`src/rtl/sipo_shift_reg_param.sv`:
```
// sipo_shift_reg_param
// Parametrised serial-in/parallel-out converter with a registered
// valid/ready output word, sticky overrun flag and optional even parity.
//
// Optional feature: define SIPO_PARITY_EN to make each frame WIDTH data bits
// followed by one even-parity bit. The parity bit is checked into parity_err
// and is not placed in pout. With the macro undefined the frame is WIDTH bits
// and parity_err is constant 0.
module sipo_shift_reg_param #(
    parameter int WIDTH     = 8,
    parameter bit MSB_FIRST = 1'b1
) (
    input  logic             clk,
    input  logic             rst,
    input  logic             sin,
    input  logic             sin_valid,
    input  logic             clr,
    output logic [WIDTH-1:0] pout,
    output logic             pout_valid,
    input  logic             pout_ready,
    output logic             busy,
    output logic             overrun,
    output logic             parity_err
);

`ifdef SIPO_PARITY_EN
    localparam int FRAME_LEN = WIDTH + 1;
`else
    localparam int FRAME_LEN = WIDTH;
`endif
    localparam int             CNT_W    = $clog2(FRAME_LEN);
    localparam logic [CNT_W-1:0] CNT_LAST = CNT_W'(FRAME_LEN - 1);

    logic [CNT_W-1:0] cnt_q, cnt_d;
    logic [WIDTH-1:0] shift_q, shift_d;
    logic [WIDTH-1:0] pout_q, pout_d;
    logic             pout_valid_q, pout_valid_d;
    logic             overrun_q, overrun_d;
    logic             parity_err_q, parity_err_d;

    logic [WIDTH-1:0] shift_next;
    logic [WIDTH-1:0] word;
    logic             word_perr;
    logic             last_bit;

    // Shift register contents after accepting sin, in the configured bit order
    always_comb begin
        if (MSB_FIRST) begin
            shift_next = {shift_q[WIDTH-2:0], sin};
        end else begin
            shift_next = {sin, shift_q[WIDTH-1:1]};
        end
    end

`ifdef SIPO_PARITY_EN
    // Last bit of the frame is the parity bit: data is already complete in
    // shift_q, and the frame is good when all bits XOR to zero.
    assign word      = shift_q;
    assign word_perr = ^{shift_q, sin};
`else
    // Last bit of the frame is the last data bit, so the word includes it.
    assign word      = shift_next;
    assign word_perr = 1'b0;
`endif

    assign last_bit = (cnt_q == CNT_LAST);

    // Next-state logic: bit assembly, output handshake, overrun and clear
    always_comb begin
        cnt_d        = cnt_q;
        shift_d      = shift_q;
        pout_d       = pout_q;
        pout_valid_d = pout_valid_q;
        overrun_d    = overrun_q;
        parity_err_d = parity_err_q;

        // Consumer takes the held word; a same-edge completion re-asserts below.
        if (pout_valid_q && pout_ready) begin
            pout_valid_d = 1'b0;
        end

        if (clr) begin
            // Discards the partial word (and any bit offered this edge) but
            // leaves the completed word in pout untouched.
            cnt_d     = '0;
            shift_d   = '0;
            overrun_d = 1'b0;
        end else if (sin_valid) begin
            if (last_bit) begin
                cnt_d   = '0;
                shift_d = '0;
                if (!pout_valid_q || pout_ready) begin
                    pout_d       = word;
                    pout_valid_d = 1'b1;
                    parity_err_d = word_perr;
                end else begin
                    // Holding register still owned by the consumer: drop the word.
                    overrun_d = 1'b1;
                end
            end else begin
                cnt_d   = cnt_q + CNT_W'(1);
                shift_d = shift_next;
            end
        end
    end

    // State registers with asynchronous active-low reset
    always_ff @(posedge clk or negedge rst) begin
        if (!rst) begin
            cnt_q        <= '0;
            shift_q      <= '0;
            pout_q       <= '0;
            pout_valid_q <= 1'b0;
            overrun_q    <= 1'b0;
            parity_err_q <= 1'b0;
        end else begin
            cnt_q        <= cnt_d;
            shift_q      <= shift_d;
            pout_q       <= pout_d;
            pout_valid_q <= pout_valid_d;
            overrun_q    <= overrun_d;
            parity_err_q <= parity_err_d;
        end
    end

    assign pout       = pout_q;
    assign pout_valid = pout_valid_q;
    assign overrun    = overrun_q;
    assign parity_err = parity_err_q;
    assign busy       = (cnt_q != '0);

endmodule

```
`config.mk`:
```
export PLATFORM = sky130hd
export DESIGN_NAME = sipo_shift_reg_param
export DESIGN_NICKNAME = d
export VERILOG_FILES = /design/src/rtl/sipo_shift_reg_param.sv
export SDC_FILE = /design/constraint.sdc
export NUM_CORES = 1
export LEC_CHECK = 0
export ABC_AREA = 1
export CAP_MARGIN = 20
export CORE_MARGIN = 5
export CORE_UTILIZATION = 40
export CTS_CLUSTER_DIAMETER = 80
export CTS_CLUSTER_SIZE = 16
export DETAILED_ROUTE_END_ITERATION = 16
export GPL_TIMING_DRIVEN = 0
export PLACE_DENSITY = 0.64
export SKIP_CTS_REPAIR_TIMING = 1
export SLEW_MARGIN = 20
export SYNTH_ARGS = -nofsm -noshare
export SYNTH_HDL_FRONTEND = slang
export SYNTH_SLANG_ARGS = --single-unit
export TNS_END_PERCENT = 10
```
`constraint.sdc`:
```
create_clock -name clk -period 2.18 [get_ports clk]
set_input_delay 0.436 -clock clk [delete_from_list [all_inputs] [get_ports clk]]
set_output_delay 0.436 -clock clk [all_outputs]
set_load 0.005 [all_outputs]
```
After elaboration in Yosys (flattened, before gate mapping)
Cells that the tools add are included.
- register bits: 20
- latch bits: 0
- bits in writable memories: 0
- memory bits (read-only): 0
- bits of input ports: 6
- output and inout bits: 12
- word-level logic and storage cells: 32
- memories kept: 0
- add/sub/neg operators: 1
- $mul: 0
- divide/modulo/power cells: 0
- $lt $le $gt $ge: 0
- eq/ne operators: 2
- shift-type cells: 0
- multiplexer cells: 15
- bitwise gates (word level): 1
- reduce and logical (&&, ||, !) cells: 8
- operators by type and width (operator ; count):
    $mux 7 ; 3
    $mux 1 ; 9
    $mux 3 ; 3
    $reduce_and 4->1 ; 1
    $reduce_bool 2->1 ; 2
    $add 3x1->3 const B ; 1
    $eq 3x3->1 const B ; 1
    $reduce_and 3->1 ; 1
    $reduce_bool 3->1 ; 1
    $ne 2x2->1 const B ; 1
    $logic_and 1x1->1 ; 1
    $logic_not 1->1 ; 1
    $logic_or 1x1->1 ; 1
    $not 1->1 ; 1

Logic depth before layout (Yosys ltp)
- depth in word-level cells: 6
- gate-level depth with buffers: 7
- gate-level depth less buffers: 7

Least setup slack after synthesis
OpenSTA, ideal clock, no wires.
- path kind: flip-flop to flip-flop
- start: register cnt_q[0]
- end: register shift_q[6]
- library setup time: 0.083 ns
- data arrival time: 1.150 ns
- data required time: 2.097 ns
- path slack: 0.947 ns
- stages on the path, launching flop included: 6
- path buffers: 0
- period minus slack after synthesis: 1.233 ns
- cells stage by stage: dfrtp_1 ha_1 ha_1 nor2_1 nand2_1 o21ai_0
- cells in the longest elaborated chain, start to end: 4
- ends and longest elaborated chain (element ; RTL line ; source):
    start: declaration ; 34 ; logic [CNT_W-1:0] cnt_q, cnt_d;
    start signal: assignment ; 117 ; cnt_q <= cnt_d;
    $eq 3x3->1 ; 66 ; assign last_bit = (cnt_q == CNT_LAST);
    $mux 7 ; 89 ; if (last_bit) begin
    $mux 7 ; 88 ; end else if (sin_valid) begin
    $mux 7 ; 82 ; if (clr) begin
    end signal: assignment ; 118 ; shift_q <= shift_d;
    end: declaration ; 35 ; logic [WIDTH-1:0] shift_q, shift_d;
No other way between the ends. The select of a mux whose other input is x is not followed.
A chain may end at the register's enable or synchronous reset.

Worst setup path after layout
- start: register cnt_q[0]
- end: output port busy
- cells in the longest elaborated chain, start to end: 1
- ends and longest elaborated chain (element ; RTL line ; source):
    $reduce_bool 3->1 ; 130 ; assign busy = (cnt_q != '0);
    end: declaration ; 21 ; output logic busy,
No other way between the ends.

==> run_results.csv <==
group,metric,value,unit
global_route,grt_max_degree,21,
global_route,use_met2,0.1794,
global_route,top_usage_layer,"met2",
global_route,grt_antenna_before_repair,0,
cells_and_area,fin_cells,143,
clock_tree,cts_tree,"done",
die,start_util,0.4094,
drt,wl_per_cell,11.38,um
clock_tree,cts_sinks,20,
global_route,use_met1,0.1457,
placed_design,io_buffers,16,
cells_and_area,drive_above_1_share,0.09565,
drt,ant_nets,0,
clock_tree,cts_max_level,1,
hold_path,min_path_type,"reg -> reg",
sta,setup_viol,0,
cells_and_area,antenna_cells,0,
hold_path,holdPathStages,2,
sta,worstMarginPinSlew,0.8669,ns
setup_path,path_class,"reg -> out",
setup_path,cp-end-kind,"primary output",
drt,drtIter0Drc,16,
die,core,2148,um2
drt,vias_per_cell,4.734,
sta,hold-worst-slack,0.4794,ns
synth,ys_ff_latch,20,
synth,netlist_area,879.6,um2
placed_design,place_inst,139,
clock_tree,worstSkewPairLatency,0.30,ns
drt,via_count,677,
clock_tree,cts_buffers,3,
setup_path,cp_max_fo,3,
sta,rsz0062_at_grt,"no",
die,die_area,3237,um2
global_route,grt-ovfl-total,0,
cells_and_area,synthToLayoutAreaGrowth,26.32,%
cells_and_area,utilization,0.5172,
die,rows,17,
sta,finalCriticalPeriod,1.907,ns
synth,ys_seq_area_frac,0.5690,
synth,syn_nets,104,
sta,skew,0.002281,ns
setup_path,rr_worst_depth,5,
clock_tree,clkTransAtPathRegs,0.11,ns
sta,final_hold_viol_count,0,
synth,synth.distinct_cells,16,
die,io_pins,18,
outcome,status,"complete, no violations",
drt,drc,0,
setup_path,critPathLaunchType,"flop",
synth,synthCells,95,
global_route,grt_pass1_vias,660,
sta,clock.fmax,524.3,MHz
placed_design,dp_hpwl,1.213,mm
sta,fin_setup_tns,0,ns
drt,routed_wl,1.628,mm
clock_tree,cts.path.max_buffers,2,
pwr,p_leak,0.5545,nW
synth,syn_area_per_cell,9.259,um2
sta,slew_viol_final,0,
pwr,vdd_drop_max,290.2,uV
cells_and_area,final_cell_area,1111,um2
placed_design,place_area,1075,um2
placed_design,gp_congestion,0.7571,
sta,maxSlewHeadroom,0.4202,
global_route,track_usage,0.1124,
pwr,power_density,594.0,nW/um2
global_route,grt_pass1_wl,2.842,mm
synth,ys_warn_count,0,
setup_path,worstPathArrival,1.47,ns
die,fp.dieH,56.90,um
die,die_w,56.90,um
clock_tree,clock_tree.root_cell,"clkbuf_4",
global_route,grt_use_met3,0.01609,
cells_and_area,nNetsFinal,125,
setup_path,required,1.74,ns
sta,period_share,0.8750,
drt,dr.pass1.iters,5,
run,drv_cap,0,
-- Yosys cell counts --
| cell type | instances | area [um2] |
|---|---|---|
| o22ai_1 | 5 | 31.28 |
| ha_1 | 3 | 37.54 |
| conb_1 | 1 | 3.750 |
| buf_6 | 1 | 11.26 |
| nor2_1 | 3 | 11.26 |
| dfrtp_1 | 20 | 500.5 |
| nand4_1 | 8 | 50.05 |
| nor2_4 | 1 | 11.26 |
| buf_2 | 1 | 5.000 |
| inv_1 | 12 | 45.04 |
| o21ai_0 | 5 | 25.02 |
| nand3_1 | 2 | 10.01 |
| nand3_2 | 1 | 10.01 |
| nand2_1 | 29 | 108.9 |
| inv_2 | 1 | 3.750 |
| buf_4 | 2 | 15.01 |
-- area by class of cell --
class	count	area [um2]
plain buffers	4	31.28
clock buffers	4	36.28
fillers	211	1037
inverters	13	48.80
multi-input cells	58	299.0
flip-flops and latches	20	500.5
well taps	28	35.03
repair buffers	16	160.2
-- metal layers --
| metal | share of wire | routed length (um) |
|---|---|---|
| met3 | 0.050 | 81 |
| met1 | 0.46 | 748 |
| met4 | 0.021 | 34 |
| met5 | 0 | 0 |
| met2 | 0.47 | 764 |
-- power breakdown --
part           internal (mW)  total (mW)  leakage [nW]  switching, mW
Combinational         0.0301      0.0637         0.258         0.0336
Sequential             0.379       0.384         0.275        0.00483
Clock                  0.102       0.212        0.0210          0.110
Total                  0.511       0.660         0.554          0.149
-- placed cells by master (no fill, tap or decap), drive strengths merged --
cell type | synthesis | final
buf | 4 | 4
clkbuf | 0 | 4
nand4 | 8 | 8
o22ai | 5 | 5
conb | 1 | 1
ha | 3 | 3
inv | 13 | 13
clkdlybuf4s50 | 0 | 16
dfrtp | 20 | 20
nor2 | 4 | 4
o21ai | 5 | 5
nand3 | 3 | 3
nand2 | 29 | 29
-- worst paths after layout --
path                       slack, ns     start         end
min                             0.48   pout[5]     pout[5]
max reg2reg                     0.78  cnt_q[0]  shift_q[6]
min reg2reg                     0.48   pout[5]     pout[5]
min in group asynchronous       0.62       rst    cnt_q[0]
max in group asynchronous       1.03       rst  shift_q[5]
max                             0.27  cnt_q[0]        busy
-- cells by family (layout without fill, tap and decap cells) --
kind of cell	after synthesis	count (layout)	synth area share
fa+ha+maj	3	3	0.04268
flops	20	20	0.5690
compound gates	10	10	0.06401
simple gates	44	44	0.2290
buf+inv	17	37	0.09102
other cells	1	1	0.004263
-- critical path, cell delays in order (launching register included) --
cell and delay [ns]:
dfrtp_1 0.37, inv_1 0.07, ha_1 0.19, nand2_1 0.06, clkdlybuf4s50_1 0.49
-- flip-flops by register name (all words and copies together) (netlist names) --
name        cells
cnt_q           3
pout            8
overrun         1
shift_q         7
pout_valid      1
-- per-stage QoR --
stage          worst slack [ns]  power, mW
3_5_place_dp             0.5370     0.4566
4_1_cts                  0.2477     0.6731
5_1_grt                  0.1923     0.6875
2_1_floorplan            0.9470     0.4197
3_3_place_gp             0.5685     0.4555
6_report                 0.2725     0.6600
Note: power is estimated with default switching activity, not from simulation.
